`src/rtl/rnn_pkg.sv`:
```
// Shared definitions for the RNN input feeder: default widths, derived
// pointer/count widths and the feeder FSM state encoding.
package rnn_pkg;

    localparam int DW_DEF    = 32;
    localparam int DEPTH_DEF = 16;

    // Pointer width indexes DEPTH entries; count needs one extra bit to hold DEPTH.
    localparam int PTR_W_DEF = $clog2(DEPTH_DEF);
    localparam int CNT_W_DEF = PTR_W_DEF + 1;

    typedef enum logic [1:0] {
        IDLE = 2'd0,
        ARM  = 2'd1,
        RUN  = 2'd2
    } state_t;

endpackage

```
`src/rtl/rnn_sync_fifo.sv`:
```
// Single-clock FIFO holding input vectors. The head entry is presented
// combinationally so the consumer can latch it in the same cycle it pops.
module rnn_sync_fifo
    import rnn_pkg::*;
#(
    parameter int DEPTH = DEPTH_DEF,
    parameter int DW    = DW_DEF
) (
    input  logic                       clk,
    input  logic                       reset_n,
    input  logic                       push,
    input  logic                       pop,
    input  logic [DW-1:0]              wr_data,
    output logic [DW-1:0]              rd_data,
    output logic [$clog2(DEPTH):0]     count,
    output logic                       full,
    output logic                       empty
);

    localparam int PW = $clog2(DEPTH);
    localparam int CW = PW + 1;

    logic [DW-1:0] mem [DEPTH];
    logic [PW-1:0] wr_ptr;
    logic [PW-1:0] rd_ptr;
    logic          push_ok;
    logic          pop_ok;

    // A full FIFO never takes a push, even when a pop frees a slot this cycle.
    assign push_ok = push & ~full;
    assign pop_ok  = pop & ~empty;

    assign full    = (count == CW'(DEPTH));
    assign empty   = (count == '0);
    assign rd_data = mem[rd_ptr];

    // Storage array; contents are only visible through count-gated reads.
    always_ff @(posedge clk) begin
        if (push_ok) begin
            mem[wr_ptr] <= wr_data;
        end
    end

    // Pointers wrap modulo DEPTH; count tracks occupancy independently.
    always_ff @(posedge clk or negedge reset_n) begin
        if (!reset_n) begin
            wr_ptr <= '0;
            rd_ptr <= '0;
            count  <= '0;
        end else begin
            if (push_ok) begin
                wr_ptr <= wr_ptr + PW'(1);
            end
            if (pop_ok) begin
                rd_ptr <= rd_ptr + PW'(1);
            end
            case ({push_ok, pop_ok})
                2'b10:   count <= count + CW'(1);
                2'b01:   count <= count - CW'(1);
                default: count <= count;
            endcase
        end
    end

endmodule

```
`src/rtl/rnn_input_feeder.sv`:
```
// Buffers host input vectors and serves them to the RNN core one per time
// step through the core's ready/busy/i_en/idata handshake.
//
// state | meaning
// IDLE  | no run; i_en ignored, start arms a run and clears underflow
// ARM   | run requested; ready raised while vectors are queued, waits for busy
// RUN   | core running; each i_en pops the head, busy low ends the run
module rnn_input_feeder
    import rnn_pkg::*;
#(
    parameter int DEPTH = DEPTH_DEF,
    parameter int DW    = DW_DEF
) (
    input  logic                       clk,
    input  logic                       reset_n,
    input  logic                       s_valid,
    input  logic [DW-1:0]              s_data,
    output logic                       s_ready,
    input  logic                       start,
    output logic                       ready,
    input  logic                       busy,
    input  logic                       i_en,
    output logic [DW-1:0]              idata,
    output logic [$clog2(DEPTH):0]     count,
    output logic                       underflow,
    output logic                       done
);

    localparam int CW = $clog2(DEPTH) + 1;

    state_t        state;
    state_t        state_nxt;
    logic          push;
    logic          pop;
    logic          full;
    logic          empty;
    logic [DW-1:0] head;
    logic [CW-1:0] count_nxt;
    logic          ready_d;
    logic          done_d;
    logic          uf_set;
    logic          uf_clr;

    rnn_sync_fifo #(
        .DEPTH (DEPTH),
        .DW    (DW)
    ) u_fifo (
        .clk     (clk),
        .reset_n (reset_n),
        .push    (push),
        .pop     (pop),
        .wr_data (s_data),
        .rd_data (head),
        .count   (count),
        .full    (full),
        .empty   (empty)
    );

    assign s_ready   = ~full;
    assign push      = s_valid & ~full;
    assign idata     = empty ? '0 : head;
    // Occupancy after this edge, so ready reflects a push in the same cycle.
    assign count_nxt = count + CW'(push) - CW'(pop);

    // State register.
    always_ff @(posedge clk or negedge reset_n) begin
        if (!reset_n) begin
            state <= IDLE;
        end else begin
            state <= state_nxt;
        end
    end

    // Next-state decode.
    always_comb begin
        state_nxt = state;
        case (state)
            IDLE:    if (start) state_nxt = ARM;
            ARM:     if (busy)  state_nxt = RUN;
            RUN:     if (!busy) state_nxt = IDLE;
            default: state_nxt = IDLE;
        endcase
    end

    // Per-state outputs: pop qualification, underflow set/clear, done and ready.
    always_comb begin
        pop     = 1'b0;
        uf_set  = 1'b0;
        uf_clr  = 1'b0;
        done_d  = 1'b0;
        ready_d = (state_nxt == ARM) && (count_nxt != '0);
        case (state)
            IDLE: uf_clr = start;
            RUN: begin
                pop    = i_en & ~empty;
                uf_set = i_en & empty;
                done_d = ~busy;
            end
            default: ;
        endcase
    end

    // Registered handshake and status flags.
    always_ff @(posedge clk or negedge reset_n) begin
        if (!reset_n) begin
            ready     <= 1'b0;
            done      <= 1'b0;
            underflow <= 1'b0;
        end else begin
            ready <= ready_d;
            done  <= done_d;
            if (uf_set) begin
                underflow <= 1'b1;
            end else if (uf_clr) begin
                underflow <= 1'b0;
            end
        end
    end

endmodule

```
`config.mk`:
```
export PLATFORM = sky130hd
export DESIGN_NAME = rnn_input_feeder
export DESIGN_NICKNAME = d
export VERILOG_FILES = /design/src/rtl/rnn_pkg.sv /design/src/rtl/rnn_sync_fifo.sv /design/src/rtl/rnn_input_feeder.sv
export SDC_FILE = /design/constraint.sdc
export NUM_CORES = 1
export LEC_CHECK = 0
export CAP_MARGIN = 40
export CELL_PAD_IN_SITES_DETAIL_PLACEMENT = 1
export CELL_PAD_IN_SITES_GLOBAL_PLACEMENT = 1
export CORE_MARGIN = 5
export CORE_UTILIZATION = 54
export CTS_BUF_LIST = sky130_fd_sc_hd__clkbuf_4 sky130_fd_sc_hd__clkbuf_8 sky130_fd_sc_hd__clkbuf_16
export DETAILED_ROUTE_END_ITERATION = 10
export PLACE_DENSITY_LB_ADDON = 0.1
export SLEW_MARGIN = 20
export SYNTH_ARGS = -nofsm -noshare
export SYNTH_HDL_FRONTEND = slang
export SYNTH_SLANG_ARGS = --single-unit
```
`constraint.sdc`:
```
create_clock -name clk -period 5.7 [get_ports clk]
set_input_delay 0.57 -clock clk [delete_from_list [all_inputs] [get_ports clk]]
set_output_delay 0.57 -clock clk [all_outputs]
set_load 0.03 [all_outputs]
```
==> metrics.md, run 1 <==
| Metric | Value |
|---|---|
| Outcome | completed |
| CTS Hold Buffers Added | 0 |
| Starting Density | between 50% and 60% |
| Core Box Area | 0.0375 mm^2 |
| Largest net degree at the start of global routing | 47 |
| CP peak stage delay | between 0.7 and 0.8 ns |
| Hold WC Path Type | primary input to asynchronous set/reset pin |
| # diodes | 0 |
| VDD IR-drop max | 302 uV |
| Total GRT Usage | 22.1% |
| Setup TNS | 0 ns |
| Ys flop type | edfxtp_1 |
| Total routed wirelength | 44400 um |
| I/O pin total | 79 |
| H-tree depth | 2 |
| Crit path cell chain | buf_16 > nand2_1 > nor2_4 > buf_4 > a22oi_1 > nand2_1 > clkdlybuf4s50_1 |
| Post-synthesis cell count | 916 |
| Global route total overflow | 0 |
| CTS Buffer Depth | 3 |
| CP Max Fanout | between 40 and 50 |
| Max-slew headroom | 47.3% |
| Post-DP HPWL | ~25000 um |
| Post-DRT Antenna Nets | 0 |
| Num Clock Sinks | 530 |
| Syn_nets | ~1000 |
| CTS tree | yes |
| DR pass1 iterations | 5 |
| Vias post-DR | 9592 |
| Layout cells sized above 1 | between 20% and 30% |
| Worst setup EP type | output pin |
| GPL Wtd Cong | 0.700 |
| Clk Latency, worst-skew pair | about 0.59 ns |
| Clock Tree Root | clkbuf_16 |
| RSZ-0062 raised after global routing | false |
| Pwr Density | 509 mW/mm^2 |
| Vias per cell | between 6 and 7 |
| DRT iter0 DRCs | 716 |
| Critical Path Start | u_fifo.rd_ptr[3] |
| Chip Height | just over 200 um |
| R2r startpoint | u_fifo.count[2] |
| Vias in the first global route | around 11000 |
| Die width | between 200 and 250 um |
| CTS resizes | 0 |
| CP Launch Type | register |
| Die area | 0.0417 mm^2 |
| Yosys reg bits | between 500 and 600 |
| Final setup vio count | 0 |
| Total chip power | between 10000 and 15000 uW |
| Drt drc | 0 |
| Maxcap violations | 0 |
| Actual slew at the worst max-slew pin | 0.788 ns |
| Distinct cells, synth | 40 |
| Number of flops mapped to enable cells by yosys | 512 |
| Worst path required time | 5.13 ns |
| Setup crit end | idata[8] |
| Post-synthesis async set-or-reset flop share | 3.40% |
| Leakage | 0.00756 uW |
| Clk slew on worst S/H paths | 0.06 ns |
| Sequential share of the synthesized area | 77.6% |
| Initial antenna violation count | 0 |
| Minimum clock period | 4.26 ns |
| Most frequent CP cell | nand2_1 |
| Syn avg cell area | around 22 um^2 |
| Post-synthesis cell area | 0.0204 mm^2 |
| Core Rows | 71 |
| Post-CTS Setup Bufs | 0 |
| # port buffers | 78 |
| Area Overhead vs Synth | 16.0% |
| Ys Warns | 0 |
| Global-route wire length before repair | 67600 um |
| Cts bufs inserted | between 50 and 60 |
| Avg WL per Cell | around 28 um |
| Clock skew | 0.0149 ns |
| # nets final | approximately 1100 |
| Register-to-register setup slack | ~2.3 ns |
| Final period util | 74.8% |
| Worst Reg2Reg Path Length in Cells | 11 |
| WS Path Type | register to output pin |
| Worst EP arrival | approximately 3.7 ns |
| Hold Fails Final Rpt | 0 |
| Slowest cell on crit path | dfrtp_4 |
| Highest clock rate | 235 MHz |
| Final Max Tran Viols | 0 |
| R2R Path End | ready |
[worst min-delay path by stage]
stage,startpoint,to,cells after the start
2_1_floorplan,reset_n,done,0
3_3_place_gp,state[0],done,1
3_5_place_dp,state[0],done,1
4_1_cts,reset_n,u_fifo.count[0],1
5_1_grt,reset_n,done,1
6_report,reset_n,u_fifo.count[0],1
[cell usage after synthesis, types with 7 or more instances]
library cell  instances  area share, %
nand2_1              42           0.77
clkbuf_1             16           0.29
inv_1                15           0.28
nor2_1                7           0.13
buf_2                23           0.56
mux4_2              128             14
edfxtp_1            512             75
and2_1                9           0.28
xor2_1                7           0.30
ha_1                 15           0.92
dfrtp_1              18            2.2
a22oi_1              64            2.4
xnor2_1               7           0.30
[kinds of logic after synthesis]
family                   synth area share, %
flip-flops                              77.6
multiplexers                            14.2
adder cells (fa/ha/maj)                 1.12
XOR/XNOR                               0.602
AND/OR/NAND/NOR                         2.04
buffers and inverters                   1.41
AO/OA/AOI/OAI                           2.99
[placed cells by master, fill, tap and decap left out, types with 15 or more instances in the layout]
master	n
mux4_2	128
ha_1	15
clkbuf_4	16
edfxtp_1	512
inv_1	15
nand2_1	42
a22oi_1	64
buf_4	21
clkdlybuf4s50_1	78
clkbuf_16	55
dfrtp_1	15
[flip-flops by register name (all words and copies together), names as in the netlist]
signal	count
done	1
u_fifo.mem	512
u_fifo.rd_ptr	4
underflow	1
u_fifo.wr_ptr	4
ready	1
u_fifo.count	5
state	2
[routing by layer]
metal  wire length, um  up-vias  global-route usage [%]
met5                 0        -                       0
met4               753        0                    5.41
met3              2260       50                    3.44
met2             22600      269                    37.3
met1             18800     5193                    30.8
li1                  -     4080                       -
[worst max-delay path, delay by kind of cell (launching register included)]
family          cells  cell delay [ns]
buf+inv             3             1.39
simple gates        3             0.79
flops               1             0.72
compound gates      1             0.14
[power by group]
group	switching, uW	internal [uW]	leakage (uW)	total [uW]
Combinational	2110	1680	0.00189	3790
Clock	1370	1870	0.000822	3240
Sequential	304	4700	0.00485	5010
Total	3780	8260	0.00756	12000
[stage by stage]
stage	std cells	hold WS (ns)	area [um^2]	setup WS, ns	utilization (%)
after global placement	1481	0.533	21900	1.86	58.3
final	1579	0.292	23700	1.44	63.1
after CTS	1579	0.267	23700	1.38	63.1
after floorplan	916	0.274	20400	0.682	-
after detailed placement	1488	0.540	22000	2.02	58.8
after global routing	1579	0.300	23700	1.31	63.1
[final cells by class]
| class | instances | area (um^2) |
|---|---|---|
| fillers | 3060 | 13800 |
| flip-flops and latches | 530 | 15800 |
| clock buffers | 74 | 1540 |
| well taps | 511 | 639 |
| multi-input cells | 324 | 4360 |
| inverters | 16 | 60.1 |
| repair buffers | 107 | 1130 |
| clock inverters | 17 | 87.6 |
(Power assumes the default switching activity.)
==> run 2, diff against run 1 <==
- clock period: 5.7 -> 4.35 ns (I/O delays scaled with it)
==> run 2 against run 1 <==
Core utilization increased by 0.39 points. Total power is 33% higher. Critical path type unchanged. Combinational power increased by 35%. Sequential power up 29%. Non-clock buffer count up 12. Setup slack worse by 0.96 ns. Critical path depth shrank 2.
==> metrics.md, run 2 (synthesized netlist as in run 1, its figures left out) <==
| Metric | Value |
|---|---|
| Outcome | completed |
| Area Overhead vs Synth | 16.8% |
| Avg WL per Cell | 28.3 um (+0.66%) |
| Core Rows | 71 (unchanged) |
| CP Max Fanout | 48 (+17%) |
| Total GRT Usage | 22.4% (+0.35 points) |
| Num Clock Sinks | 530 (unchanged) |
| Worst Setup Slack post-DPL | 0.734 ns (-1.29 ns) |
| Clock skew | 0.0276 ns (+0.0127 ns) |
| CTS tree | yes |
| Clk Latency, worst-skew pair | 0.59 ns (about the same) |
| Top Registers | u_fifo.mem x512, u_fifo.count x5 |
| Worst EP arrival | 3.44 ns (-0.25 ns) |
| H-tree depth | 2 (unchanged) |
| GPL Wtd Cong | 0.706 (+0.79%) |
| # nets final | 1098 (+1.0%) |
| Die width | 204 um (unchanged) |
| Setup TNS | 0 ns (unchanged) |
| Global-route wire length before repair | 68600 um (+1.4%) |
| Worst setup EP type | output pin |
| Commonest non-fill, non-tap cell in the layout | edfxtp_1 |
| Core Box Area | 0.0375 mm^2 (unchanged) |
| Chip Height | 204 um (unchanged) |
| Final period util | between 80% and 90% |
| Clk slew on worst S/H paths | 0.06 ns (about the same) |
| Most frequent cells in the layout | edfxtp_1 (512), mux4_2 (128), clkdlybuf4s50_1 (78) |
| Starting Density | 54.4% (unchanged) |
| Vias post-DR | 9628 (+0.38%) |
| DR pass1 iterations | 5 (unchanged) |
| Layout cells sized above 1 | 25.8% (+0.76 points) |
| WS Path Type | register to output pin |
| Hold Fails Final Rpt | 0 (unchanged) |
| Post-DRT Antenna Nets | 0 (unchanged) |
| CTS Buffer Depth | 3 (unchanged) |
| Worst hold slack | 0.177 ns (-0.114 ns) |
| Final Max Tran Viols | 0 (unchanged) |
| Maxcap violations | 0 (unchanged) |
| Vias in the first global route | 10500 (-0.62%) |
| Cts bufs inserted | 52 (-1.9%) |
| Hold WC Path Type | primary input to asynchronous set/reset pin |
| RSZ-0062 raised after global routing | false |
| Die area | 0.0417 mm^2 (unchanged) |
| CP Launch Type | register |
| Highest clock rate | about 260 MHz |
| Vias per cell | 6.03 (-0.82%) |
| Largest net degree at the start of global routing | 69 (+47%) |
| Max-slew headroom | 44.2% (-3.2 points) |
| Final setup vio count | 0 (unchanged) |
| DRT iter0 DRCs | 716 (unchanged) |
| Post-DP HPWL | 26200 um (+4.3%) |
| CTS Hold Buffers Added | 0 (unchanged) |
| Max reg flops | 512 (unchanged) |
| Clock Tree Root | clkbuf_16 |
| VDD IR-drop max | 374 uV (+24%) |
| Biggest register | u_fifo.mem |
| CTS resizes | 0 (unchanged) |
| Minimum clock period | ~3.9 ns |
| Fin worst setup slack | 0.478 ns (-0.961 ns) |
| Total chip power | 16100 uW (+33%) |
| # port buffers | 78 (unchanged) |
| Leakage | 0.00764 uW (+1.2%) |
| Final Util | 63.5% (+0.39 points) |
| Drt drc | 0 (unchanged) |
| Worst path required time | 3.91 ns (-1.22 ns) |
| Total routed wirelength | 45300 um (+1.9%) |
| Post-CTS Setup Bufs | 0 (unchanged) |
| Actual slew at the worst max-slew pin | 0.837 ns (+0.0491 ns) |
| Initial antenna violation count | 1 (+1) |
| Global route total overflow | 0 (unchanged) |
| Pwr Density | 675 mW/mm^2 (+33%) |
| I/O pin total | 79 (unchanged) |
| # diodes | 0 (unchanged) |
## run 2: per-stage QoR
stage | instances | area [um^2]
floorplan | 916 | 20400
global placement | 1492 | 21900
detailed placement | 1498 | 22000
CTS | 1596 | 23800
global route | 1598 | 23800
finish | 1598 | 23800
## run 2: worst paths after layout
check	from	to	slack [ns]	cells past startpoint
worst max-delay path	u_fifo.rd_ptr[3]	idata[13]	0.48	5
min in group clk	busy	done	0.45	2
worst min-delay path	reset_n	u_fifo.wr_ptr[0]	0.18	1
worst max register to register	u_fifo.count[2]	u_fifo.count[4]	1.17	11
worst min register to register	state[0]	done	0.55	1
max in group asynchronous	reset_n	u_fifo.rd_ptr[3]	3.73	2
## run 2: where the power goes
| group | switching (uW) | internal (uW) | leakage [uW] |
|---|---|---|---|
| combinational | 2880 | 2230 | 0.00193 |
| sequential | 293 | 6160 | 0.00485 |
| clock | 1860 | 2630 | 0.000865 |
| total | 5030 | 11000 | 0.00764 |
## run 2: final cells by class
type | instances | area, um^2
fillers | 3059 | 13700
repair buffers | 119 | 1180
clock buffers | 60 | 1380
flip-flops and latches | 530 | 15800
well taps | 511 | 639
multi-input cells | 324 | 4360
clock inverters | 38 | 343
inverters | 16 | 60.1
## run 2: critical path, cell delays in order, from the launching register on
cell	delay (ns)
dfrtp_4	0.64
buf_4	0.73
mux4_2	0.43
a22oi_1	0.31
nand2_1	0.11
clkdlybuf4s50_1	0.61
## run 2: metal layers
metal	vias up	routed length, um	global-route usage [%]
met4	2	977	5.29
met1	5182	18400	30.3
met5	-	12	0
met2	271	23500	38.3
li1	4106	-	-
met3	67	2350	4.57
==> run 3, diff against run 2 <==
- TNS_END_PERCENT: default -> 50
==> results of run 3 <==
Final layout, timing and power as in run 2 (identical DEF).
